[config.mk]
export PLATFORM = sky130hd
export DESIGN_NAME = mul_pipe
export DESIGN_NICKNAME = d
export VERILOG_FILES = /design/src/rtl/mul_pkg.sv /design/src/rtl/mul_part4.sv /design/src/rtl/mul_pipe.sv
export SDC_FILE = /design/constraint.sdc
export NUM_CORES = 2
export LEC_CHECK = 0
export BUFFER_PORTS_ARGS = -buffer_cell sky130_fd_sc_hd__buf_2
export CAP_MARGIN = 0
export CORE_MARGIN = 2
export CORE_UTILIZATION = 60
export DETAILED_ROUTE_END_ITERATION = 7
export PLACE_DENSITY_LB_ADDON = 0.3
export SLEW_MARGIN = 10
export SYNTH_ARGS = -nofsm -noshare
export SYNTH_HDL_FRONTEND = slang
export SYNTH_HIERARCHICAL = 1
export SYNTH_SLANG_ARGS = --single-unit
export TNS_END_PERCENT = 50
[constraint.sdc]
create_clock -name clk -period 8.5 [get_ports clk]
set_input_delay 0.425 -clock clk [delete_from_list [all_inputs] [get_ports clk]]
set_output_delay 0.425 -clock clk [all_outputs]
set_load 0.03 [all_outputs]
[src/rtl/mul_pkg.sv]
// Shared definitions for the pipelined M-extension multiplier: op encodings
// and the final result-select helper.
package mul_pkg;

  typedef enum logic [1:0] {
    MUL    = 2'b00,
    MULH   = 2'b01,
    MULHSU = 2'b10,
    MULHU  = 2'b11
  } mul_op_e;

  localparam int MAX_XLEN = 64;
  localparam int MAX_PW   = 2 * MAX_XLEN + 2;

  // The product arrives sign-extended to the widest supported size, so one
  // helper serves both XLEN values; the caller truncates to its own XLEN.
  function automatic logic [MAX_XLEN-1:0] mul_sel_result(
    input logic [MAX_PW-1:0] p,
    input mul_op_e           op,
    input logic              word,
    input int                xlen
  );
    logic [MAX_XLEN-1:0] r;
    r = '0;
    if (word) begin
      r = {{32{p[31]}}, p[31:0]};
    end else if (op == MUL) begin
      r = p[MAX_XLEN-1:0];
    end else if (xlen == 32) begin
      r = {32'b0, p[63:32]};
    end else begin
      r = p[127:64];
    end
    return r;
  endfunction

endpackage

[src/rtl/mul_part4.sv]
// Splits two (2*HALF+1)-bit signed operands into an unsigned low half and a
// signed high part, and forms the four cross products combinationally.
module mul_part4 #(
  parameter int HALF = 16
) (
  input  logic        [2*HALF:0]   a,
  input  logic        [2*HALF:0]   b,
  output logic        [2*HALF-1:0] ll,
  output logic signed [2*HALF+1:0] lh,
  output logic signed [2*HALF+1:0] hl,
  output logic signed [2*HALF+1:0] hh
);

  localparam int PPW = 2 * HALF + 2;

  logic [PPW-1:0] a_lo_x;
  logic [PPW-1:0] a_hi_x;
  logic [PPW-1:0] b_lo_x;
  logic [PPW-1:0] b_hi_x;

  // Every factor is pre-extended to the product width so the truncated
  // signed multiply is exact.
  assign a_lo_x = {{(HALF+2){1'b0}}, a[HALF-1:0]};
  assign b_lo_x = {{(HALF+2){1'b0}}, b[HALF-1:0]};
  assign a_hi_x = {{(HALF+1){a[2*HALF]}}, a[2*HALF:HALF]};
  assign b_hi_x = {{(HALF+1){b[2*HALF]}}, b[2*HALF:HALF]};

  assign ll = {{HALF{1'b0}}, a[HALF-1:0]} * {{HALF{1'b0}}, b[HALF-1:0]};
  assign lh = $signed(a_lo_x) * $signed(b_hi_x);
  assign hl = $signed(a_hi_x) * $signed(b_lo_x);
  assign hh = $signed(a_hi_x) * $signed(b_hi_x);

endmodule

[src/rtl/mul_pipe.sv]
// Three-stage elastic RISC-V multiplier (MUL/MULH/MULHSU/MULHU, MULW on RV64)
// with valid/ready on both sides, flush, and in-order tagged results.
module mul_pipe
  import mul_pkg::*;
#(
  parameter int XLEN  = 32,
  parameter int TAG_W = 5
) (
  input  logic             clk,
  input  logic             rst,
  input  logic             flush,
  input  logic             in_valid,
  output logic             in_ready,
  input  mul_op_e          in_op,
  input  logic             in_word,
  input  logic [XLEN-1:0]  in_a,
  input  logic [XLEN-1:0]  in_b,
  input  logic [TAG_W-1:0] in_tag,
  output logic             out_valid,
  input  logic             out_ready,
  output logic [XLEN-1:0]  out_res,
  output logic [TAG_W-1:0] out_tag
);

  localparam int  HALF     = XLEN / 2;
  localparam int  EW       = XLEN + 1;
  localparam int  PW       = 2 * XLEN + 2;
  localparam bit  USE_WORD = (XLEN == 64);

  logic s1_valid_reg;
  logic s2_valid_reg;
  logic s3_valid_reg;
  logic s1_acc;
  logic s2_acc;
  logic s3_acc;

  // A stage takes new data when empty or when its contents leave this cycle;
  // the chain makes in_ready combinational from out_ready.
  assign s3_acc   = !s3_valid_reg || out_ready;
  assign s2_acc   = !s2_valid_reg || s3_acc;
  assign s1_acc   = !s1_valid_reg || s2_acc;
  assign in_ready = s1_acc;

  always_ff @(posedge clk) begin
    if (rst || flush) begin
      s1_valid_reg <= 1'b0;
      s2_valid_reg <= 1'b0;
      s3_valid_reg <= 1'b0;
    end else begin
      if (s1_acc) s1_valid_reg <= in_valid;
      if (s2_acc) s2_valid_reg <= s1_valid_reg;
      if (s3_acc) s3_valid_reg <= s2_valid_reg;
    end
  end

  // ---------------- S1: operand conditioning ----------------
  logic [XLEN:0] a_ext_next;
  logic [XLEN:0] b_ext_next;
  logic          word_next;

  always_comb begin
    word_next  = USE_WORD && in_word;
    a_ext_next = {((in_op == MULH) || (in_op == MULHSU)) && in_a[XLEN-1], in_a};
    b_ext_next = {(in_op == MULH) && in_b[XLEN-1], in_b};
    if (word_next) begin
      a_ext_next = EW'($signed(in_a[31:0]));
      b_ext_next = EW'($signed(in_b[31:0]));
    end
  end

  logic [XLEN:0]      s1_a_reg;
  logic [XLEN:0]      s1_b_reg;
  mul_op_e            s1_op_reg;
  logic               s1_word_reg;
  logic [TAG_W-1:0]   s1_tag_reg;

  always_ff @(posedge clk) begin
    if (rst) begin
      s1_a_reg    <= '0;
      s1_b_reg    <= '0;
      s1_op_reg   <= MUL;
      s1_word_reg <= 1'b0;
      s1_tag_reg  <= '0;
    end else if (s1_acc && in_valid) begin
      s1_a_reg    <= a_ext_next;
      s1_b_reg    <= b_ext_next;
      s1_op_reg   <= in_op;
      s1_word_reg <= word_next;
      s1_tag_reg  <= in_tag;
    end
  end

  // ---------------- S2: partial products ----------------
  logic        [XLEN-1:0] pp_ll_next;
  logic signed [XLEN+1:0] pp_lh_next;
  logic signed [XLEN+1:0] pp_hl_next;
  logic signed [XLEN+1:0] pp_hh_next;

  mul_part4 #(
    .HALF (HALF)
  ) u_part4 (
    .a  (s1_a_reg),
    .b  (s1_b_reg),
    .ll (pp_ll_next),
    .lh (pp_lh_next),
    .hl (pp_hl_next),
    .hh (pp_hh_next)
  );

  logic        [XLEN-1:0]  s2_ll_reg;
  logic signed [XLEN+1:0]  s2_lh_reg;
  logic signed [XLEN+1:0]  s2_hl_reg;
  logic signed [XLEN+1:0]  s2_hh_reg;
  mul_op_e                 s2_op_reg;
  logic                    s2_word_reg;
  logic [TAG_W-1:0]        s2_tag_reg;

  always_ff @(posedge clk) begin
    if (rst) begin
      s2_ll_reg   <= '0;
      s2_lh_reg   <= '0;
      s2_hl_reg   <= '0;
      s2_hh_reg   <= '0;
      s2_op_reg   <= MUL;
      s2_word_reg <= 1'b0;
      s2_tag_reg  <= '0;
    end else if (s2_acc && s1_valid_reg) begin
      s2_ll_reg   <= pp_ll_next;
      s2_lh_reg   <= pp_lh_next;
      s2_hl_reg   <= pp_hl_next;
      s2_hh_reg   <= pp_hh_next;
      s2_op_reg   <= s1_op_reg;
      s2_word_reg <= s1_word_reg;
      s2_tag_reg  <= s1_tag_reg;
    end
  end

  // ---------------- S3: sum and select ----------------
  logic [PW-1:0]   prod_next;
  logic [XLEN-1:0] res_next;

  // ll is unsigned, the other partials are signed and sign-extend here.
  always_comb begin
    prod_next = PW'(s2_ll_reg)
              + (PW'(s2_lh_reg) << HALF)
              + (PW'(s2_hl_reg) << HALF)
              + (PW'(s2_hh_reg) << XLEN);
    res_next  = XLEN'(mul_sel_result(MAX_PW'($signed(prod_next)), s2_op_reg,
                                     s2_word_reg, XLEN));
  end

  logic [XLEN-1:0]  s3_res_reg;
  logic [TAG_W-1:0] s3_tag_reg;

  always_ff @(posedge clk) begin
    if (rst) begin
      s3_res_reg <= '0;
      s3_tag_reg <= '0;
    end else if (s3_acc && s2_valid_reg) begin
      s3_res_reg <= res_next;
      s3_tag_reg <= s2_tag_reg;
    end
  end

  assign out_valid = s3_valid_reg;
  assign out_res   = s3_res_reg;
  assign out_tag   = s3_tag_reg;

endmodule

# After elaboration in Yosys (flattened, before gate mapping)
# Cells that the tools add are included.
# W data, S select, Z words.
[word_totals]
regBits = 252
input_bits = 77
output_inout_bits = 39
elab_cells = 39
[op_classes]
add_sub_neg = 3
multipliers = 4
eq_ne = 2
n_mux = 1
reduce_logical = 14
[op_table]
columns = ["cell", "count"]
rows = [
  ["$mul A17 B17 Y34", 2],
  ["$add A64 B64 Y64", 1],
  ["$add A51 B50 Y52", 1],
  ["$add A33 B50 Y51", 1],
  ["$mul A16 B16 Y32", 1],
  ["$mul A17 B17 Y32", 1],
  ["$mux W32", 1],
  ["$logic_and A1 B1 Y1", 5],
  ["$logic_or A1 B1 Y1", 5],
  ["$logic_not A1 Y1", 3],
  ["$eq A2 B1 Y1 const B", 1],
  ["$eq A2 B2 Y1 const B", 1],
  ["$logic_not A2 Y1", 1],
]

# Longest topological paths before layout
[logic_depth]
depth_word = 5
ltp_mapped = 26
mapped_depth_nobuf = 25

# Hierarchy
# The synthesis kept the hierarchy.
[by_module_without_submodules]
columns = ["module", "instances", "cells_each", "area_each_um2", "seq_area_each_um2"]
rows = [
  ["mul_part4", 1, 4409, 39147.5, 0.0],
  ["mul_pipe", 1, 1609, 12655.9, 5044.8],
]

# Worst setup path before layout
# Ideal clock, no wire load.
[synth_path]
path_kind = "reg2reg"
from = "register s1_a_reg[32]"
to = "register s2_hl_reg[32]"
setup_ns = 0.070
arrival_time_ns = 6.162
t_required_ns = 8.430
setup_slack_ns = 2.267
path_stages_with_launch = 23
path_buffers = 1
period_less_slack_ns = 6.233
cell_sequence = "dfxtp_1 -> clkbuf_1 -> nand2_1 -> inv_1 -> fa_1 -> fa_1 -> fa_1 -> fa_1 -> fa_1 -> inv_1 -> fa_1 -> inv_1 -> ha_1 -> and3_1 -> and2_1 -> and3_1 -> and3_1 -> a2111oi_2 -> o31ai_1 -> a31oi_1 -> xnor2_1 -> nand2_1 -> a21oi_1"
[synth_between]
elab_chain_cells = 1
[synth_rtl]
columns = ["element", "line_no", "source"]
rows = [
  ["start, declared", "mul_pipe.sv:71", "logic [XLEN:0] s1_a_reg;"],
  ["start signal, assigned", "mul_pipe.sv:85", "s1_a_reg <= a_ext_next;"],
  ["$mul A17 B17 Y34", "mul_part4.sv:30", "assign hl = $signed(a_hi_x) * $signed(b_lo_x);"],
  ["named net pp_hl_next[32]", "mul_pipe.sv:96", "logic signed [XLEN+1:0] pp_hl_next;"],
  ["end signal, assigned", "mul_pipe.sv:130", "s2_hl_reg <= pp_hl_next;"],
  ["end, declared", "mul_pipe.sv:112", "logic signed [XLEN+1:0] s2_hl_reg;"],
]
# The timed path passes the listed nets, and every way through them passes these cells.
# A chain may end at the register's enable or synchronous reset.

# Final worst setup path
[layout_path]
from = "register s1_b_reg[18]"
to = "register s2_lh_reg[32]"
[layout_between]
elab_chain_cells = 1
[layout_rtl]
columns = ["element", "line_no", "source"]
rows = [
  ["start, declared", "mul_pipe.sv:72", "logic [XLEN:0] s1_b_reg;"],
  ["start signal, assigned", "mul_pipe.sv:86", "s1_b_reg <= b_ext_next;"],
  ["$mul A17 B17 Y34", "mul_part4.sv:29", "assign lh = $signed(a_lo_x) * $signed(b_hi_x);"],
  ["named net pp_lh_next[32]", "mul_pipe.sv:95", "logic signed [XLEN+1:0] pp_lh_next;"],
  ["end signal, assigned", "mul_pipe.sv:129", "s2_lh_reg <= pp_lh_next;"],
  ["end, declared", "mul_pipe.sv:111", "logic signed [XLEN+1:0] s2_lh_reg;"],
]
# The timed path passes the listed nets, and every way through them passes these cells.

==> impl_metrics.ini <==
[route]
via_per_inst = 5.67
wl_um = 138000
wl_per_cell_um = 19.4
vias = 40300
route.detailed.drc = 0
antenna_left = 0
dr.pass1.iters = 6
drt-initial-drc-count = 2945

[synthesis]
postSynthAreaPerCell_um2 = 8.61
synthesis.nets = 7530
ys_warn_count = 6
netlist_instances = 5975
netlist_area_mm2 = 0.0514

[global_route]
grt-ovfl-total = 0
grt_max_degree = 91
grt_pass1_vias = 42100
antenna_found_initial = 4
grt_pass1_wl_um = 224000
track_usage = 0.321

[setup_path]
reg2reg_slack_ps = 1010
cp_data_required_time_ps = 8990
crit_path_max_fanout = 19
critPathLaunchType = flop
reg2reg_from = s1_b_reg[18]
worst-setup-path-type = reg -> reg
worst_ep_arrival_time_ps = 7980
cp-startpoint = s1_b_reg[18]
end_kind = flop

[worst_hold_path]
hp-class = in -> reg
min-delay-start = flush

[final_layout]
fillers = 7146
area_delta_synth_final_pct = 5.65
seq_area_mm2 = 0.00505
drive_above_1_share = 0.0562
multi_input_area_mm2 = 0.0411
nets = 7491

[sta]
final.setup_skew_ps = 31.9
period_needed_ps = 7490
tns_ps = 0
relSlewSlack = 0.157
min_period_over_period = 0.881
finalHoldViolCount = 0
setup_viol = 0
fmax_mhz = 134
tightest_slew_ps = 1260
rsz0062_at_grt = false
holdWs_ps = 61.6
layout_setup_ws_ps = 1010
slew_viol_final = 0

[cts]
clockBufferDepth = 3
cts.sink_count = 252
clock_latency_ps = 580
htree_num_levels = 2
cts_hold_buf = 0
post-cts-setup-buffer-count = 0
path_clk_slew_ps = 60
numCtsBuffers = 34
cts_tree = built
cts-root-buf = clkbuf_16
ctsResizeCount = 0

[die]
core_mm2 = 0.0850
die_area_mm2 = 0.0881
fp.dieH_um = 297
rows = 107
pin_count = 116
fp.dieW_um = 297
start_util = 0.605

[place]
gp_congestion = 0.909
port_buffers = 114
place.detailed.hpwl_um = 108000
post-place-ws_ps = 1320

[power_and_ir_drop]
power_uw = 4600
ir_worst_vdd_uv = 149
power.leakage_uw = 0.0280
power.density_mw_per_mm2 = 84.6

[run_status]
outcome = finished, final reports clean

[flow_run]
cap_violations = 0
-- path summary, 6_finish.rpt --
check	endpoint	cells after the start
worst max-delay path	s2_lh_reg[32]	22
worst min-delay path	out_valid	2
worst max register to register	s2_lh_reg[32]	22
worst min register to register	out_tag[3]	2
-- metrics by stage --
stage	area (um^2)	std cells	utilization
after floorplan	51400	5975	-
after global placement	53200	7044	0.626
after detailed placement	53200	7044	0.626
after CTS	54300	7104	0.639
after global routing	54300	7104	0.639
final	54300	7109	0.639
-- metal layers --
metal / global-route usage / wire, um
met2: 0.520 / 63500
met5: 0 / 55
met1: 0.431 / 57100
met4: 0.133 / 6410
met3: 0.0505 / 10600
-- power by group --
group | leakage, uW | switching, uW | internal [uW]
logic | 0.0253 | 1090 | 650
registers | 0.00205 | 114 | 1230
clock network | 0.000569 | 639 | 874
total | 0.0280 | 1850 | 2750
-- final cells by class --
class,instances,area share
multi-input combinational,4298,0.756
sequential,252,0.0929
inverter,1126,0.0778
tap,1144,0.0263
timing repair buffer,224,0.0261
clock buffer,42,0.0175
clock inverter,18,0.00357
antenna,5,0.000230
-- cell usage in the layout (no fill, tap or decap), drive strengths merged, types with 40 or more instances in the layout --
master / n
a21o: 65
a21oi: 379
and2: 546
buf: 223
clkbuf: 43
dfxtp: 252
fa: 990
ha: 488
inv: 1135
nand2: 1052
nor2: 121
o21ai: 85
xnor2: 124
xor2: 40
-- worst max-delay path, cell delays in order (launching register included) --
cell,delay (ps)
dfxtp_1,890
buf_4,400
nand2_1,120
fa_1,540
fa_1,570
fa_1,450
fa_1,540
inv_1,50
fa_1,480
inv_1,50
fa_1,480
inv_1,40
ha_1,330
nand3_1,150
nor2_1,60
o31a_1,110
o311ai_0,990
a31oi_1,360
nand4_1,180
nand3_1,110
xor2_1,190
nand2_1,140
a21oi_1,150
Note: power is estimated with default switching activity, not from simulation.
